==> src/rtl/cv32e40x_prefetch_queue_if.sv <==
// cv32e40x_prefetch_queue_if: fetch control, OBI transaction/response and queue output signals
interface cv32e40x_prefetch_queue_if #(
    parameter int MAX_OUTSTND = 2
);
    logic                               fetch_enable_i;
    logic                               branch_i;
    logic [31:0]                        branch_addr_i;
    logic                               trans_valid_o;
    logic                               trans_ready_i;
    logic [31:0]                        trans_addr_o;
    logic                               resp_valid_i;
    logic [31:0]                        resp_rdata_i;
    logic                               resp_err_i;
    logic                               out_valid_o;
    logic                               out_ready_i;
    logic [31:0]                        out_rdata_o;
    logic [31:0]                        out_addr_o;
    logic                               out_err_o;
    logic [$clog2(MAX_OUTSTND+1)-1:0]   outstnd_cnt_o;
    logic                               busy_o;

    modport master (
        input  fetch_enable_i, branch_i, branch_addr_i, trans_ready_i,
               resp_valid_i, resp_rdata_i, resp_err_i, out_ready_i,
        output trans_valid_o, trans_addr_o, out_valid_o, out_rdata_o,
               out_addr_o, out_err_o, outstnd_cnt_o, busy_o
    );

    modport slave (
        output fetch_enable_i, branch_i, branch_addr_i, trans_ready_i,
               resp_valid_i, resp_rdata_i, resp_err_i, out_ready_i,
        input  trans_valid_o, trans_addr_o, out_valid_o, out_rdata_o,
               out_addr_o, out_err_o, outstnd_cnt_o, busy_o
    );
endinterface

==> src/rtl/cv32e40x_prefetch_queue.sv <==
// cv32e40x_prefetch_queue: sequential word prefetcher with in-flight discard on branch and halt on bus error
module cv32e40x_prefetch_queue #(
    parameter int DEPTH       = 4,
    parameter int MAX_OUTSTND = 2
) (
    input logic                       clk,
    input logic                       rst,
    cv32e40x_prefetch_queue_if.master bus
);
    localparam int OW = $clog2(MAX_OUTSTND + 1);
    localparam int CW = $clog2(DEPTH + 1);
    localparam int PW = $clog2(DEPTH);

    logic [CW-1:0] count;
    logic [OW-1:0] outstanding;
    logic [OW-1:0] discard;
    logic [OW-1:0] live;
    logic [PW-1:0] rptr;
    logic [PW-1:0] wptr;
    logic [31:0]   fetch_addr;
    logic [31:0]   head_addr;
    logic [31:0]   branch_addr;
    logic          halted;
    logic          credit_ok;
    logic          hs;
    logic          drop;
    logic          push;
    logic          pop;
    logic [32:0]   mem [DEPTH];
    logic          unused_baddr;

    function automatic logic [PW-1:0] next_ptr(input logic [PW-1:0] p);
        return (32'(p) == DEPTH - 1) ? '0 : p + 1'b1;
    endfunction

    assign unused_baddr = ^bus.branch_addr_i[1:0];
    assign branch_addr  = {bus.branch_addr_i[31:2], 2'b00};
    assign live         = outstanding - discard;
    // A branch empties the queue and orphans every in-flight word, so all credit is free that cycle
    assign credit_ok    = bus.branch_i | ((32'(count) + 32'(live)) < DEPTH);
    assign bus.trans_valid_o = ~rst & bus.fetch_enable_i & (bus.branch_i | ~halted)
                             & (32'(outstanding) < MAX_OUTSTND) & credit_ok;
    assign bus.trans_addr_o  = bus.branch_i ? branch_addr : fetch_addr;
    assign hs   = bus.trans_valid_o & bus.trans_ready_i;
    assign drop = (discard != '0) | bus.branch_i;
    assign push = bus.resp_valid_i & ~drop;
    assign bus.out_valid_o   = (count != '0) & ~bus.branch_i;
    assign pop  = bus.out_valid_o & bus.out_ready_i;
    assign bus.out_rdata_o   = mem[rptr][31:0];
    assign bus.out_err_o     = bus.out_valid_o & mem[rptr][32];
    assign bus.out_addr_o    = head_addr;
    assign bus.outstnd_cnt_o = outstanding;
    assign bus.busy_o        = (outstanding != '0) | (count != '0);

    // Bus-side bookkeeping: in-flight count, orphaned responses still due, next fetch address, error halt
    always_ff @(posedge clk or posedge rst) begin
        if (rst) begin
            outstanding <= '0;
            discard     <= '0;
            fetch_addr  <= '0;
            halted      <= 1'b0;
        end else begin
            outstanding <= outstanding + OW'(hs) - OW'(bus.resp_valid_i);
            discard     <= bus.branch_i ? outstanding - OW'(bus.resp_valid_i)
                                        : discard - OW'(bus.resp_valid_i && discard != '0);
            fetch_addr  <= hs ? bus.trans_addr_o + 32'd4 : bus.branch_i ? branch_addr : fetch_addr;
            halted      <= ~bus.branch_i & (halted | (push & bus.resp_err_i));
        end
    end

    // Queue occupancy, pointers and head address; a branch flushes ahead of any push or pop
    always_ff @(posedge clk or posedge rst) begin
        if (rst) begin
            count     <= '0;
            rptr      <= '0;
            wptr      <= '0;
            head_addr <= '0;
        end else begin
            count     <= bus.branch_i ? '0 : count + CW'(push) - CW'(pop);
            rptr      <= bus.branch_i ? '0 : pop ? next_ptr(rptr) : rptr;
            wptr      <= bus.branch_i ? '0 : push ? next_ptr(wptr) : wptr;
            head_addr <= bus.branch_i ? branch_addr : pop ? head_addr + 32'd4 : head_addr;
        end
    end

    // Entry storage needs no reset: an entry is only presented once count covers it
    always_ff @(posedge clk) begin
        if (push) mem[wptr] <= {bus.resp_err_i, bus.resp_rdata_i};
    end

    // Credit accounting must never let a response land in a full queue
    assert property (@(posedge clk) disable iff (rst) push |-> (32'(count) < DEPTH));
endmodule

==> src/flat_wrapper.sv <==
// flat-port wrapper written by rule: the top's interface ports become plain ports
module cv32e40x_prefetch_queue_flat 
#(
    parameter int DEPTH       = 4,
    parameter int MAX_OUTSTND = 2
)
  (clk, rst, bus_fetch_enable_i, bus_branch_i, bus_branch_addr_i, bus_trans_ready_i, bus_resp_valid_i, bus_resp_rdata_i, bus_resp_err_i, bus_out_ready_i, bus_trans_valid_o, bus_trans_addr_o, bus_out_valid_o, bus_out_rdata_o, bus_out_addr_o, bus_out_err_o, bus_outstnd_cnt_o, bus_busy_o);
  cv32e40x_prefetch_queue_if #(.MAX_OUTSTND(MAX_OUTSTND)) bus_i ();
  input logic clk;
  input logic rst;
  input wire logic [$bits(bus_i.fetch_enable_i)-1:0] bus_fetch_enable_i;
  input wire logic [$bits(bus_i.branch_i)-1:0] bus_branch_i;
  input wire logic [$bits(bus_i.branch_addr_i)-1:0] bus_branch_addr_i;
  input wire logic [$bits(bus_i.trans_ready_i)-1:0] bus_trans_ready_i;
  input wire logic [$bits(bus_i.resp_valid_i)-1:0] bus_resp_valid_i;
  input wire logic [$bits(bus_i.resp_rdata_i)-1:0] bus_resp_rdata_i;
  input wire logic [$bits(bus_i.resp_err_i)-1:0] bus_resp_err_i;
  input wire logic [$bits(bus_i.out_ready_i)-1:0] bus_out_ready_i;
  output wire logic [$bits(bus_i.trans_valid_o)-1:0] bus_trans_valid_o;
  output wire logic [$bits(bus_i.trans_addr_o)-1:0] bus_trans_addr_o;
  output wire logic [$bits(bus_i.out_valid_o)-1:0] bus_out_valid_o;
  output wire logic [$bits(bus_i.out_rdata_o)-1:0] bus_out_rdata_o;
  output wire logic [$bits(bus_i.out_addr_o)-1:0] bus_out_addr_o;
  output wire logic [$bits(bus_i.out_err_o)-1:0] bus_out_err_o;
  output wire logic [$bits(bus_i.outstnd_cnt_o)-1:0] bus_outstnd_cnt_o;
  output wire logic [$bits(bus_i.busy_o)-1:0] bus_busy_o;
  assign bus_i.fetch_enable_i = bus_fetch_enable_i;
  assign bus_i.branch_i = bus_branch_i;
  assign bus_i.branch_addr_i = bus_branch_addr_i;
  assign bus_i.trans_ready_i = bus_trans_ready_i;
  assign bus_i.resp_valid_i = bus_resp_valid_i;
  assign bus_i.resp_rdata_i = bus_resp_rdata_i;
  assign bus_i.resp_err_i = bus_resp_err_i;
  assign bus_i.out_ready_i = bus_out_ready_i;
  assign bus_trans_valid_o = bus_i.trans_valid_o;
  assign bus_trans_addr_o = bus_i.trans_addr_o;
  assign bus_out_valid_o = bus_i.out_valid_o;
  assign bus_out_rdata_o = bus_i.out_rdata_o;
  assign bus_out_addr_o = bus_i.out_addr_o;
  assign bus_out_err_o = bus_i.out_err_o;
  assign bus_outstnd_cnt_o = bus_i.outstnd_cnt_o;
  assign bus_busy_o = bus_i.busy_o;
  cv32e40x_prefetch_queue #(.DEPTH(DEPTH), .MAX_OUTSTND(MAX_OUTSTND)) u_core (.clk(clk), .rst(rst), .bus(bus_i));
endmodule
==> config.mk <==
export PLATFORM = sky130hd
export DESIGN_NAME = cv32e40x_prefetch_queue_flat
export DESIGN_NICKNAME = d
export VERILOG_FILES = /design/src/rtl/cv32e40x_prefetch_queue_if.sv /design/src/rtl/cv32e40x_prefetch_queue.sv /design/src/flat_wrapper.sv
export SDC_FILE = /design/constraint.sdc
export NUM_CORES = 1
export LEC_CHECK = 0
export BUFFER_PORTS_ARGS = -buffer_cell sky130_fd_sc_hd__buf_2
export CAP_MARGIN = 0
export CORE_ASPECT_RATIO = 0.6
export CORE_UTILIZATION = 31
export DETAILED_ROUTE_END_ITERATION = 6
export PLACE_DENSITY = 0.51
export REMOVE_ABC_BUFFERS = 1
export SLEW_MARGIN = 20
export SYNTH_ARGS = -nofsm -noshare
export SYNTH_HDL_FRONTEND = slang
export SYNTH_SLANG_ARGS = --single-unit
==> constraint.sdc <==
create_clock -name clk -period 2.5 [get_ports clk]
set_input_delay 0.125 -clock clk [delete_from_list [all_inputs] [get_ports clk]]
set_output_delay 0.125 -clock clk [all_outputs]
set_load 0.02 [all_outputs]
Yosys cells after proc, flatten, opt, wreduce, memory -nomap -nowiden
Memory sizes are Yosys's and may differ from the RTL's.
Index checks and enable logic that the tools add are counted.
{ "op_classes": {"add_sub_neg": 12, "n_mul": 0, "div_mod_pow": 0, "order_cmp": 2, "eq_ne": 2, "n_shift": 0, "muxes": 14, "bitwise_logic": 20, "n_reduce_logical": 6} }
{ "ops": {"columns": ["cell", "count"], "rows": [
  ["2-to-1 mux 32 bit", 4],
  ["adder 32 x 3 -> 32 bit, second input constant", 2],
  ["< comparator 32 x 3 -> 1 bit, second input constant", 1],
  ["2-to-1 mux 2 bit", 7],
  ["bitwise AND 1 bit", 11],
  ["nonzero test 2 bit", 4],
  ["subtractor 2 x 1 -> 2 bit", 3],
  ["bitwise OR 1 bit", 5],
  ["adder 2 x 1 -> 2 bit, second input constant", 2],
  ["adder 3 x 2 -> 4 bit", 1],
  ["== test 2 bit, second input constant", 2],
  ["inverter 1 bit", 4],
  ["adder 3 x 1 -> 3 bit", 1],
  ["2-to-1 mux 3 bit", 1],
  ["nonzero test 3 bit", 1],
  ["subtractor 3 x 1 -> 3 bit", 1],
  ["adder 2 x 1 -> 2 bit", 1],
  ["< comparator 2 bit, second input constant", 1],
  ["2-to-1 mux 1 bit", 2],
  ["subtractor 2 bit", 1],
  ["logical AND 1 bit", 1]
]} }
{ "word_totals": {"regBits": 76, "latchBits": 0, "mem_bits_rw": 132, "rom_bits": 0, "in_bits": 72, "output_inout_bits": 102, "wordCells": 65, "mem_count": 1} }
{ "mem_list": {"columns": ["name", "words", "word_bits", "rd", "rd_clocked_by_memory_dff", "write_ports", "line_no", "rtl"], "rows": [
  ["u_core.mem", 4, 33, 1, 0, 1, "cv32e40x_prefetch_queue.sv:29", "logic [32:0] mem [DEPTH];"]
]} }

Logic depth before layout (Yosys ltp)
{ "logic_depth": {"ltp_word": 8, "mapped_depth": 12, "mapped_depth_nobuf": 11} }

Least setup slack after synthesis
OpenSTA, ideal clock, no wires.
{ "synth_timing": {"kind": "input-to-reg", "start": "in rst", "end": "reg u_core.fetch_addr[5]", "setup_ns": 0.155, "t_arrival_ns": 2.639, "required_time_ns": 2.345, "slack_ns": -0.294, "stages": 4, "n_path_buf": 0, "cell_sequence": "inv_1 nand3_1 a211oi_1 xor2_1"} }
{ "synth_via": {"elab_chain_len": 7} }
{ "synth_lines": {"columns": ["item", "line_no", "rtl"], "rows": [
  ["start, declared", "flat_wrapper.sv:10", "input logic rst;"],
  ["inverter 1 bit", "cv32e40x_prefetch_queue.sv:41", "assign bus.trans_valid_o = ~rst & bus.fetch_enable_i & (bus.branch_i | ~halted)"],
  ["bitwise AND 1 bit (2 in series)", "cv32e40x_prefetch_queue.sv:41", null],
  ["bitwise AND 1 bit (2 in series)", "cv32e40x_prefetch_queue.sv:42", "& (32'(outstanding) < MAX_OUTSTND) & credit_ok;"],
  ["bitwise AND 1 bit", "cv32e40x_prefetch_queue.sv:44", "assign hs = bus.trans_valid_o & bus.trans_ready_i;"],
  ["2-to-1 mux 32 bit", "cv32e40x_prefetch_queue.sv:66", "fetch_addr <= hs ? bus.trans_addr_o + 32'd4 : bus.branch_i ? branch_addr : fetch_addr;"],
  ["end signal, assigned", "cv32e40x_prefetch_queue.sv:66", null],
  ["end, declared", "cv32e40x_prefetch_queue.sv:20", "logic [31:0] fetch_addr;"]
]} }
No other way between the ends.
A chain may end at the register's enable or synchronous reset.

Worst setup path in the final report
{ "layout_timing": {"start": "reg u_core.discard[0]", "end": "out bus_trans_valid_o"} }
{ "layout_via": {"elab_chain_len": 5} }
{ "layout_lines": {"columns": ["item", "line_no", "rtl"], "rows": [
  ["start, declared", "cv32e40x_prefetch_queue.sv:16", "logic [OW-1:0] discard;"],
  ["start signal, assigned", "cv32e40x_prefetch_queue.sv:64", "discard <= bus.branch_i ? outstanding - OW'(bus.resp_valid_i)"],
  ["subtractor 2 bit", "cv32e40x_prefetch_queue.sv:38", "assign live = outstanding - discard;"],
  ["adder 3 x 2 -> 4 bit", "cv32e40x_prefetch_queue.sv:40", "assign credit_ok = bus.branch_i | ((32'(count) + 32'(live)) < DEPTH);"],
  ["< comparator 32 x 3 -> 1 bit", "cv32e40x_prefetch_queue.sv:40", null],
  ["bitwise OR 1 bit", "cv32e40x_prefetch_queue.sv:40", null],
  ["bitwise AND 1 bit", "cv32e40x_prefetch_queue.sv:42", null],
  ["end, declared", "flat_wrapper.sv:19", "output wire logic [$bits(bus_i.trans_valid_o)-1:0] bus_trans_valid_o;"]
]} }
No other way between the ends.

==> metrics.md <==
| Metric | Value |
|---|---|
| Power Total | between 10 and 15 mW |
| Max FO, Critical Path | 2 |
| Via/cell ratio | ~4.8 |
| Remaining routing DRC violations | 0 |
| Final std cell area, no fill | 12700 µm² |
| Vias in the first global route | 6370 |
| Total negative slack | -869 ps |
| Achievable clock frequency | 0.373 GHz |
| CTS tree | built |
| Number of distinct library cells after synthesis | 54 |
| GR Util met3 | 0.0442 |
| Final setup vio count | 11 |
| Layout cells sized above 1 | 0.347 |
| Register area share after synthesis | 0.630 |
| Power share of the clock group | 0.352 |
| CP startpoint kind | flip-flop |
| Leakage | 5.07 nW |
| Total wire length | ~26 mm |
| GRT Max-Usage Layer | met1 |
| GPL Wtd Cong | roughly 0.87 |
| Core region area | between 20000 and 30000 µm² |
| Worst Clk Skew | between 30 and 40 ps |
| Met2 Usage GRT | 0.229 |
| Dpl ws | -191 ps |
| Element type at the critical path end | primary output |
| Failing checks | negative setup slack |
| Clock Latency Late Sink | about 540 ps |
| RSZ-0062 raised after global routing | true |
| Min-Delay Path Class | input pin to flip-flop |
| Post-synth top flop | edfxtp_1 |
| Area after DPL | between 10000 and 15000 µm² |
| Minimum clock period | 2680 ps |
| Routed length per instance | 18.4 µm |
| Maxcap violations | 0 |
| Sw Ratio | 0.297 |
| Die width | 225 µm |
| Part of the power in registers | 0.393 |
| Avg Inst Size Synth | around 14 µm² |
| Area grow syn2layout | 37.9% |
| Sw power | 3.08 mW |
| Layout Utilization | 0.439 |
| Max Slew Vio Count | 0 |
| Total grt overflow | 0 |
| Final Hold Vio Count | 0 |
| Initial antenna violation count | 0 |
| Maximum number of pins on one net before global-route repair | 40 |
| Final worst setup slack | -180 ps |
| Root Buffer | clkbuf_16 |
| First-pass GRT wire length | ~38 mm |
| Yosys warns | 0 |
| Initial core utilization | 0.318 |
| Antenna viol nets, final | 0 |
| CP Data Required Time | roughly 2400 ps |
| Synthesized area | just over 9000 µm² |
| Logic pwr share | 0.255 |
| Fin Hold WS | ~44 ps |
| Period utilisation layout | 1.07 |
| FFs w/ async S/R, synth | 0.359 |
| Worst Setup Path Type | flip-flop to primary output |
| Nets | 1057 |
| Global routing usage on met1 | 0.255 |
| Initial drt markers | 549 |
| TritonCTS Buffers | 23 |
| Diode count | 0 |
| Internal power | ~7.3 mW |
| H-tree depth | 1 |
| # rows | 48 |
| Placed cells | about 1300 |
| Slew @ Worst Pin | ~810 ps |
| PD cells | ~810 nW/µm² |
| Post-DP HPWL | around 18 mm |
| Number of synthesized register bits | approximately 210 |
| # clock sinks | 206 |
| Status | complete, but fails checks |
| Max Root-Sink Buffers | 3 |
| Global Route Usage Sum | 0.167 |
| Worst VDD drop | between 400 and 500 µV |
| Slew headroom | 0.459 |
| Filler cell count | approximately 2700 |
| Die ar. | slightly above 30000 µm² |
| IO buf count | between 150 and 200 |
| Fin cells | 1387 |
| Critical Path AT | approximately 2600 ps |
| Die H | roughly 140 µm |
| EDFF count, synth | ~130 |
| Pre-antenna DRT Iters | 6 |
| Syn Inst Count | roughly 680 |
| Ports | between 150 and 200 |
| Via count | 6619 |
| Clock transition at path regs | roughly 60 ps |
==> layer usage <==
layer,share of wire,vias up,routed length (µm)
met2,0.43,189,10900
met1,0.49,3286,12500
met5,0,-,0
met4,0.022,0,566
met3,0.060,35,1530
li1,-,3109,-
==> registers in the layout (all words and copies together) (netlist names) <==
register and flops:
u_core.count 3, u_core.halted 1, u_core.mem 132, u_core.rptr 2
u_core.fetch_addr 32, u_core.bus.outstnd_cnt_o 2, u_core.wptr 2, u_core.discard 2
u_core.bus.out_addr_o 30
==> timing repair <==
item | 4_1_cts | 5_1_grt
hold buffers | 65 | 0
buffers inserted | 5 | 5
setup endpoints to repair | 12 | 30
pin swaps | 11 | 18
hold endpoints to repair | 208 | 0
gates cloned | 0 | 0
resized for setup | 17 | 41
==> logic make-up after synthesis <==
family	Yosys count	synth area share
other	1	0.000406
xor gates and xnor gates	62	0.0588
adders and majority gates	15	0.0211
buffers and inverters	73	0.0320
muxes	40	0.0886
and+or+nand+nor	202	0.120
DFF	206	0.630
AOI/OAI and AO/OA	79	0.0500
==> synthesized netlist by cell type (3+ instances only) <==
cell / n / area (µm²)
nor3b_1: 3 / 22.5
a22oi_1: 4 / 30.0
nand4_1: 21 / 131
nand4b_1: 6 / 52.6
edfxtp_1: 132 / 3960
nor4_1: 10 / 62.6
nand3b_1: 6 / 45.0
o21ai_0: 53 / 265
nand2b_1: 3 / 18.8
ha_1: 14 / 175
dfrtp_1: 74 / 1850
o31ai_1: 3 / 22.5
and2_1: 8 / 50.1
a21oi_1: 4 / 20.0
xnor2_1: 33 / 289
buf_2: 5 / 25.0
a211oi_1: 3 / 22.5
nor3_1: 11 / 55.1
mux2_2: 4 / 45.0
a31oi_1: 3 / 18.8
and3_1: 5 / 31.3
or3_1: 3 / 18.8
nor2b_1: 5 / 31.3
nand3_1: 29 / 145
inv_1: 47 / 176
nor2_1: 19 / 71.3
xor2_1: 29 / 254
mux2i_1: 3 / 30.0
mux4_2: 33 / 743
buf_1: 4 / 15.0
nand2_1: 61 / 229
clkbuf_1: 14 / 52.6
==> final timing paths <==
path	slack (ps)	end	cells after the start	from
max	-180	bus_trans_valid_o	9	u_core.discard[0]
min in group asynchronous	130	u_core.bus.out_addr_o[8]	3	rst
max reg2reg	-140	u_core.fetch_addr[29]	12	u_core.discard[0]
min	40	u_core.rptr[1]	5	bus_out_ready_i
max in group asynchronous	1530	u_core.bus.out_addr_o[31]	4	rst
min reg2reg	510	u_core.fetch_addr[1]	1	u_core.fetch_addr[1]
==> worst max-delay path, cell delays in order, from the launching register on <==
cell and delay [ps]:
dfrtp_1 410, ha_4 180, xnor2_2 130, xnor2_1 130, ha_2 160, or3_4 380
a211oi_4 240, buf_4 160, and2_4 130, buf_6 110
==> layout by cell type (no fill, tap or decap), types with 5 or more instances in the layout <==
master,n
dfrtp_1,72
nor2_1,14
nand4_1,21
nor4_1,6
o21ai_0,52
mux4_2,33
nor2b_1,5
inv_1,44
xor2_1,29
edfxtp_1,132
buf_2,167
buf_6,9
nand3_1,26
dlygate4sd3_1,65
nor3_1,8
clkbuf_16,23
clkinv_2,5
buf_4,44
xnor2_1,32
buf_12,7
ha_1,12
nand2_1,61
bufinv_16,5
nand4b_1,6
nand3b_1,6
==> power by group through the flow <==
| stage | Combinational (mW) | Sequential (mW) | Clock [mW] |
|---|---|---|---|
| detailed placement | 2.47 | 4.13 | 0 |
| global placement | 2.47 | 4.13 | 0 |
| finish | 2.64 | 4.07 | 3.65 |
| CTS | 2.61 | 4.07 | 3.76 |
| floorplan | 1.30 | 4.29 | 0 |
| global route | 2.89 | 4.10 | 3.89 |
==> cell type report <==
cell class	instances	area [µm²]	share of cell area
Clock inverter	16	219	0.0172
Inverter	47	178	0.0139
Tap cell	400	500	0.0393
Multi-Input combinational cell	400	3380	0.265
Sequential cell	206	5820	0.457
Timing Repair Buffer	292	2060	0.162
Clock buffer	26	587	0.0461
(Power assumes the default switching activity.)
